## src/rtl/mix_columns_engine.sv

```systemverilog
// Iterative GF(2^SYM_W) MixColumns engine, forward or inverse, one column per clock.
// Optional 16-bit completed-block counter port blk_cnt when MIXCOL_BLK_CNT_EN is defined.
//
// state | meaning
// IDLE  | ready for a new block
// BUSY  | mixing column col_idx of the work register
// DONE  | result held on out_data until out_ready
module mix_columns_engine #(
   parameter int                SYM_W    = 4,
   parameter logic [SYM_W-1:0]  POLY     = {{(SYM_W-2){1'b0}}, 2'b11},
   parameter int                NUM_COLS = 1,
   localparam int               DATA_W   = 4*SYM_W*NUM_COLS
) (
   input  logic              clk,
   input  logic              rst,
   input  logic              in_valid,
   output logic              in_ready,
   input  logic              in_inv,
   input  logic [DATA_W-1:0] in_data,
   output logic              out_valid,
   input  logic              out_ready,
   output logic [DATA_W-1:0] out_data,
`ifdef MIXCOL_BLK_CNT_EN
   output logic [15:0]       blk_cnt,
`endif
   output logic              busy
);

   localparam int COL_W = 4*SYM_W;
   localparam int CW    = (NUM_COLS > 1) ? $clog2(NUM_COLS) : 1;
   localparam logic [CW-1:0] LAST = CW'(NUM_COLS-1);

   if (SYM_W < 4) begin : g_bad_sym_w
      $error("mix_columns_engine: SYM_W must be >= 4");
   end
   if (NUM_COLS < 1) begin : g_bad_num_cols
      $error("mix_columns_engine: NUM_COLS must be >= 1");
   end

   typedef enum logic [1:0] {IDLE, BUSY, DONE} state_t;

   state_t              state, state_nx;
   logic [DATA_W-1:0]   work;
   logic                inv_q;
   logic [CW-1:0]       col_idx;
   logic [COL_W-1:0]    col_cur, col_new;

   function automatic logic [SYM_W-1:0] xtime(input logic [SYM_W-1:0] x);
      return {x[SYM_W-2:0], 1'b0} ^ (x[SYM_W-1] ? POLY : '0);
   endfunction

   function automatic logic [SYM_W-1:0] gf_mulk(input logic [SYM_W-1:0] x, input logic [3:0] k);
      logic [SYM_W-1:0] p, acc;
      p   = x;
      acc = '0;
      for (int i = 0; i < 4; i++) begin
         if (k[i]) acc ^= p;
         p = xtime(p);
      end
      return acc;
   endfunction

   // Both matrices are circulant: row r uses the base row rotated right by r.
   function automatic logic [COL_W-1:0] mix_col(input logic [COL_W-1:0] col, input logic inv);
      logic [SYM_W-1:0] s [4];
      logic [SYM_W-1:0] o;
      logic [3:0]       cf [4];
      logic [COL_W-1:0] res;
      if (inv) cf = '{4'hE, 4'hB, 4'hD, 4'h9};
      else     cf = '{4'h2, 4'h3, 4'h1, 4'h1};
      res = '0;
      for (int j = 0; j < 4; j++) s[j] = col[COL_W-1-j*SYM_W -: SYM_W];
      for (int r = 0; r < 4; r++) begin
         o = '0;
         for (int j = 0; j < 4; j++) o ^= gf_mulk(s[j], cf[2'(j-r)]);
         res[COL_W-1-r*SYM_W -: SYM_W] = o;
      end
      return res;
   endfunction

   always_comb begin
      col_cur = '0;
      for (int c = 0; c < NUM_COLS; c++) begin
         if (col_idx == CW'(c)) col_cur = work[DATA_W-1-c*COL_W -: COL_W];
      end
      col_new = mix_col(col_cur, inv_q);
   end

   always_ff @(posedge clk) begin
      if (rst) state <= IDLE;
      else     state <= state_nx;
   end

   always_comb begin
      state_nx = state;
      case (state)
         IDLE:    if (in_valid) state_nx = BUSY;
         BUSY:    if (col_idx == LAST) state_nx = DONE;
         DONE:    if (out_ready) state_nx = IDLE;
         default: state_nx = IDLE;
      endcase
   end

   assign in_ready  = (state == IDLE);
   assign out_valid = (state == DONE);
   assign busy      = (state != IDLE);
   assign out_data  = work;

   always_ff @(posedge clk) begin
      if (rst) begin
         work    <= '0;
         inv_q   <= 1'b0;
         col_idx <= '0;
      end else begin
         case (state)
            IDLE: begin
               if (in_valid) begin
                  work    <= in_data;
                  inv_q   <= in_inv;
                  col_idx <= '0;
               end
            end
            BUSY: begin
               for (int c = 0; c < NUM_COLS; c++) begin
                  if (col_idx == CW'(c)) work[DATA_W-1-c*COL_W -: COL_W] <= col_new;
               end
               col_idx <= (col_idx == LAST) ? '0 : col_idx + 1'b1;
            end
            default: ;
         endcase
      end
   end

`ifdef MIXCOL_BLK_CNT_EN
   always_ff @(posedge clk) begin
      if (rst)                          blk_cnt <= '0;
      else if (out_valid && out_ready)  blk_cnt <= blk_cnt + 16'd1;
   end
`endif

endmodule

```

## config.mk

```make
export PLATFORM = sky130hd
export DESIGN_NAME = mix_columns_engine
export DESIGN_NICKNAME = d
export VERILOG_FILES = /design/src/rtl/mix_columns_engine.sv
export SDC_FILE = /design/constraint.sdc
export NUM_CORES = 1
export LEC_CHECK = 0
export ABC_AREA = 1
export CELL_PAD_IN_SITES_DETAIL_PLACEMENT = 0
export CELL_PAD_IN_SITES_GLOBAL_PLACEMENT = 1
export CORE_MARGIN = 10
export CORE_UTILIZATION = 28
export DETAILED_ROUTE_END_ITERATION = 7
export PLACE_DENSITY = 0.66
export RECOVER_POWER = 100
export SKIP_CTS_REPAIR_TIMING = 1
export SYNTH_ARGS = -nofsm -noshare
export SYNTH_HDL_FRONTEND = slang
export SYNTH_SLANG_ARGS = --single-unit
```

## constraint.sdc

```tcl
create_clock -name clk -period 1.9 [get_ports clk]
set_clock_uncertainty 0.1 [all_clocks]
set_input_delay 0.285 -clock clk [delete_from_list [all_inputs] [get_ports clk]]
set_output_delay 0.285 -clock clk [all_outputs]
set_load 0.02 [all_outputs]
```

==> results.py, run 1 <==
metrics = {
    "route": {
        "drtIter0Drc": 67,
        "drtPass1Iterations": 4,
        "wl_mm": 6.27,
        "vias": 2246,
        "drtAntennaViolNets": 0,
        "wl_per_cell_um": 12.6,
        "avgViaCountPerCell": 4.53,
        "drc": 0,
    },
    "pwr": {
        "pwr-share-comb_pct": 52.1,
        "ir_drop_mv": 0.283,
        "seqPwrFrac_pct": 29.8,
        "powerDensity_mw_per_mm2": 678,
        "p_sw_share_pct": 44.7,
        "p_sw_uw": 757,
        "clkPwrFrac_pct": 18.1,
        "p_int_uw": 937,
        "leakagePower_uw": 0.00115,
    },
    "worst_setup_path": {
        "crit_chain": "clkdlybuf4s50_1",
        "critPathTopFamily": "buffers and inverters",
        "crit_buf_inv": 1,
        "startpoint_type": "register",
        "r2r_slack_ps": 270,
        "crit_arrival_ps": 1450,
        "crit_type": "reg2out",
        "worstPathRequired_ps": 1510,
        "slowest_stage": "clkdlybuf4s50_1",
        "cpPeakStageDelay_ps": 670,
        "cp_max_fo": 9,
        "endpoint_kind": "output pin",
    },
    "outcome": {
        "status": "finished clean",
    },
    "grt": {
        "gr-total-overflow": 0,
        "grt_pass1_vias": 2151,
        "track_usage_pct": 11.5,
        "grt_pass1_wl_mm": 10.6,
        "grt_max_degree": 34,
        "grt_antenna_before_repair": 0,
    },
    "sta": {
        "setup_viol_count_final": 0,
        "rsz0062_at_grt": "no",
        "tightestPinTransition_ps": 414,
        "slew-limit-headroom_pct": 72.1,
        "hold_viol_final": 0,
        "period_share_pct": 96.6,
        "tns_ps": 0,
        "slew_violations": 0,
        "max_freq_ghz": 0.545,
        "timing.final.crit_period_ps": 1840,
    },
    "synth": {
        "seq_area_frac_synth_pct": 19.3,
        "yosysWarningCount": 0,
        "syn_area_mm2": 0.00198,
        "avgSynthCellArea_um2": 5.41,
        "syn_inst": 365,
        "synthesis.nets": 386,
        "synth_top_area_share_pct": 25.6,
        "synth_cell_types": 28,
        "synth_area_leader_cell": "nand2_1",
        "synth.area.top_cells": "nand2_1, dfxtp_1, nand3_1, nor2_1, inv_1",
        "yosys_register_bits": 19,
    },
    "final_layout": {
        "layout-drive-gt1-share_pct": 7.00,
        "fin_util_pct": 36.6,
        "num-nets-final": 422,
        "fill_cells": 807,
        "antenna_cells": 0,
        "syn_to_final_growth_pct": 26.4,
    },
    "die": {
        "die_h_um": 104,
        "initial_core_util_pct": 28.9,
        "rows": 30,
        "die_w_um": 104,
        "core-area_mm2": 0.00683,
        "io_pins": 40,
        "die_area_mm2": 0.0108,
    },
    "cts": {
        "cts_tree": "built",
        "numCtsBuffers": 3,
        "clock_latency_ps": 260,
        "path_clk_slew_ps": 80,
        "cts-root-buf": "clkbuf_8",
        "cts_buffer_depth": 2,
        "cts_sinks": 19,
        "htree_levels": 1,
    },
    "min_path": {
        "min_path_type": "reg2reg",
    },
    "placed_design": {
        "hpwl_mm": 4.87,
        "io_buffers": 39,
        "gp_congestion": 0.839,
    },
    "flow_run": {
        "max_cap_viol_count": 0,
    },
}
-- layout by cell type (no fill, tap or decap) --
cell	count
clkbuf_1	2
dfxtp_2	1
a22o_1	1
nand3_1	36
dlygate4sd3_1	8
a21oi_1	22
nor2_2	2
dfxtp_1	18
xor2_2	1
xnor2_1	4
buf_4	7
nand2_1	137
xor2_1	12
nor2_4	1
nand4_1	5
clkbuf_8	3
nand2b_1	1
o211ai_1	2
clkbuf_4	1
nor3_2	1
inv_2	5
clkdlybuf4s50_1	30
buf_12	1
nand2_2	5
nand3b_1	2
inv_1	37
nor2_1	41
o21ai_1	1
a211oi_1	1
o21ai_0	12
-- cell families after synthesis --
family / share of synthesized area [%]
AOI/OAI and AO/OA: 10.6
xor gates and xnor gates: 7.92
buffers and inverters: 13.2
DFF: 19.3
and+or+nand+nor: 49.0
-- power groups by stage --
stage               clock (uW)  sequential [uW]  combinational, uW
finish                     306              505                882
global route               332              515               1000
CTS                        323              506                905
detailed placement           0              514                900
global placement             0              515                895
floorplan                    0              527                615
-- cells in the mapped netlist --
cell	number
a211oi_1	1
a21oi_1	21
a21oi_2	1
a22o_1	1
buf_1	1
buf_2	7
buf_4	6
buf_6	1
clkbuf_1	2
dfxtp_1	19
inv_1	37
inv_2	5
nand2_1	135
nand2_2	7
nand2b_1	1
nand3_1	36
nand3b_1	2
nand4_1	5
nor2_1	42
nor2_2	1
nor2_4	1
nor3_2	1
o211ai_1	2
o21ai_0	10
o21ai_1	3
xnor2_1	4
xor2_1	12
xor2_2	1
-- area by class of cell --
type	count	area [um^2]	area share, %
multi-input cells	287	1330	53.2
inverters	42	158	6.31
repair buffers	48	464	18.6
clock buffers	4	45.0	1.80
well taps	96	120	4.81
flip-flops and latches	19	382	15.3
-- final timing paths --
check	startpoint	end	depth (start not counted)
max	out_data[14]	out_data[14]	1
min	out_data[11]	out_data[11]	2
max reg2reg	out_data[6]	out_data[11]	10
min reg2reg	out_data[11]	out_data[11]	2
-- routing by layer --
layer  GRT usage, %  wire length [um]  up-vias
li1               -                 -     1204
met1           15.2              3160     1003
met2           18.6              2800       35
met3           2.66               275        4
met4           2.39                39        0
met5              0                 0        -
-- sequential cells by signal, summed over array words and instances (netlist names) --
register  count
out_data     16
inv_q         1
state         2
-- per-stage QoR --
stage	setup WS, ps	instances	total power [uW]	area (um^2)	hold slack (ps)
final	64.7	496	1690	2500	429
after detailed placement	174	492	1410	2470	426
after global routing	17.6	496	1850	2500	476
after floorplan	305	365	1140	1980	353
after global placement	207	492	1410	2470	419
after CTS	-9.68	496	1730	2510	440
Note: power is estimated with default switching activity, not from simulation.
==> run 2: changes to the inputs <==
CAP_MARGIN = 20   (was not set)
==> results of run 2 <==
No change in the layout: final DEF, timing and power equal those of run 1.
==> run 3: changes to the inputs <==
CORE_MARGIN = not set   (was 10)
==> run 3 against run 2 <==
Clock power up 2%. Via count is 2.3% lower. Sequential share of layout area grew 0.073 points. Worst setup slack got worse by 2.7 ps. Die area decreased by 32%. Total power is 0.85% lower. Hold slack lost 0.51 ps. Critical endpoint is now busy.
==> results.py, run 3 (synthesis results as in run 1) <==
metrics = {
    "placed_design": {
        "place_area_mm2": 0.00245,
        "gp_congestion": 0.836,
        "io_buffers": 39,
        "place_inst": 490,
        "hpwl_mm": 4.27,
        "dp_slack_ps": 200,
    },
    "pwr": {
        "powerDensity_mw_per_mm2": 678,
        "seqPwrFrac_pct": 30.1,
        "ir_drop_mv": 0.216,
        "pwr-share-comb_pct": 51.4,
        "leakagePower_uw": 0.00115,
        "clkPwrFrac_pct": 18.6,
        "p_sw_share_pct": 44.5,
        "p_sw_uw": 748,
        "p_int_uw": 931,
        "power_uw": 1680,
    },
    "min_path": {
        "hp-start": "out_data[11]",
        "holdPathEnd": "out_data[11]",
        "hold_path_depth": 2,
        "min_path_type": "reg2reg",
    },
    "flow_run": {
        "max_cap_viol_count": 0,
    },
    "worst_setup_path": {
        "worstPathRequired_ps": 1510,
        "cp_max_fo": 3,
        "startpoint_type": "register",
        "r2r_cells": 9,
        "crit_arrival_ps": 1450,
        "r2r_slack_ps": 200,
        "r2r-end": "out_data[4]",
        "crit_type": "reg2out",
        "endpoint_kind": "output pin",
        "r2r_start": "out_data[6]",
    },
    "die": {
        "initial_core_util_pct": 29.1,
        "io_pins": 40,
        "rows": 30,
        "core-area_mm2": 0.00679,
        "die_h_um": 86,
        "die_w_um": 86,
        "die_area_mm2": 0.00740,
    },
    "sta": {
        "slew_violations": 0,
        "hold_viol_final": 0,
        "rsz0062_at_grt": "no",
        "period_share_pct": 96.7,
        "timing.final.crit_period_ps": 1840,
        "tns_ps": 0,
        "tightestPinTransition_ps": 495,
        "fin_ws_ps": 61.9,
        "max_freq_ghz": 0.544,
        "slew-limit-headroom_pct": 67.0,
        "setup_viol_count_final": 0,
    },
    "route": {
        "vias": 2194,
        "drtIter0Drc": 91,
        "drtPass1Iterations": 5,
        "wl_mm": 5.62,
        "avgViaCountPerCell": 4.44,
        "drtAntennaViolNets": 0,
        "wl_per_cell_um": 11.4,
        "drc": 0,
    },
    "final_layout": {
        "antenna_cells": 0,
        "final_common_cell": "nand2_1",
        "stdcell_count": 494,
        "largest_register_ffs": 16,
        "final_cell_mix": "nand2_1, nor2_1, inv_1, nand3_1, clkdlybuf4s50_1",
        "num-nets-final": 420,
        "fin_area_mm2": 0.00248,
        "layout-drive-gt1-share_pct": 5.53,
        "syn_to_final_growth_pct": 25.4,
        "fill_cells": 781,
    },
    "cts": {
        "path_clk_slew_ps": 80,
        "cts_sinks": 19,
        "cts-root-buf": "clkbuf_8",
        "cts_tree": "built",
        "htree_levels": 1,
        "clock_latency_ps": 270,
        "numCtsBuffers": 3,
        "cts_buffer_depth": 2,
    },
    "grt": {
        "gr-usage-met3_pct": 1.73,
        "busiest_layer": "met2",
        "grt_max_degree": 30,
        "grt_pass1_vias": 1866,
        "grt_antenna_before_repair": 0,
        "grt_pass1_wl_mm": 9.07,
        "met1_usage_pct": 21.9,
        "grt_use_met2_pct": 25.1,
        "track_usage_pct": 15.6,
        "gr-total-overflow": 0,
    },
    "outcome": {
        "status": "finished clean",
    },
}
run 3: changes by cell type in the layout (fill, tap and decap cells not counted), sizes merged:
cell,before,now
buf,8,6
clkbuf,6,5
clkdlybuf4s50,30,29
dlygate4sd3,8,10
run 3: worst max-delay path by stage:
stage | startpoint | endpoint | slack (ps) | depth (start not counted)
global placement | in_valid | out_data[13] | 230 | 8
global route | out_data[14] | out_data[14] | 5 | 1
CTS | out_data[9] | out_data[9] | 40 | 1
finish | state[0] | busy | 60 | 3
floorplan | out_data[7] | out_data[10] | 300 | 9
detailed placement | in_valid | out_data[5] | 200 | 8
run 3: cell type report:
class,instances,area [um^2],share of cell area [%]
Tap cell,96,120,4.85
Timing Repair Buffer,46,452,18.2
Clock buffer,4,45.0,1.82
Inverter,42,158,6.36
Sequential cell,19,380,15.4
Multi-Input combinational cell,287,1320,53.4
run 3: per-stage QoR:
| step | hold slack (ps) | util, % |
|---|---|---|
| after global placement | 424 | 36.1 |
| after floorplan | 353 | - |
| after detailed placement | 425 | 36.1 |
| final | 428 | 36.5 |
| after CTS | 440 | 36.7 |
| after global routing | 461 | 36.5 |
run 3: worst max-delay path, stage by stage (launching register included):
cell and delay [ps]:
dfxtp_1 340, nor2_2 160, inv_1 50, dlygate4sd3_1 640
run 3: power groups by stage:
stage	combinational, uW	clock [uW]	sequential [uW]
6_report	862	312	505
3_3_place_gp	881	0	518
4_1_cts	886	326	507
2_1_floorplan	615	0	527
5_1_grt	981	342	514
3_5_place_dp	881	0	516
run 3: per-layer routing:
metal  wire length [um]  up-vias
met2               2450       49
met1               2850      939
li1                   -     1201
met5                  0        -
met3                249        5
met4                 67        0
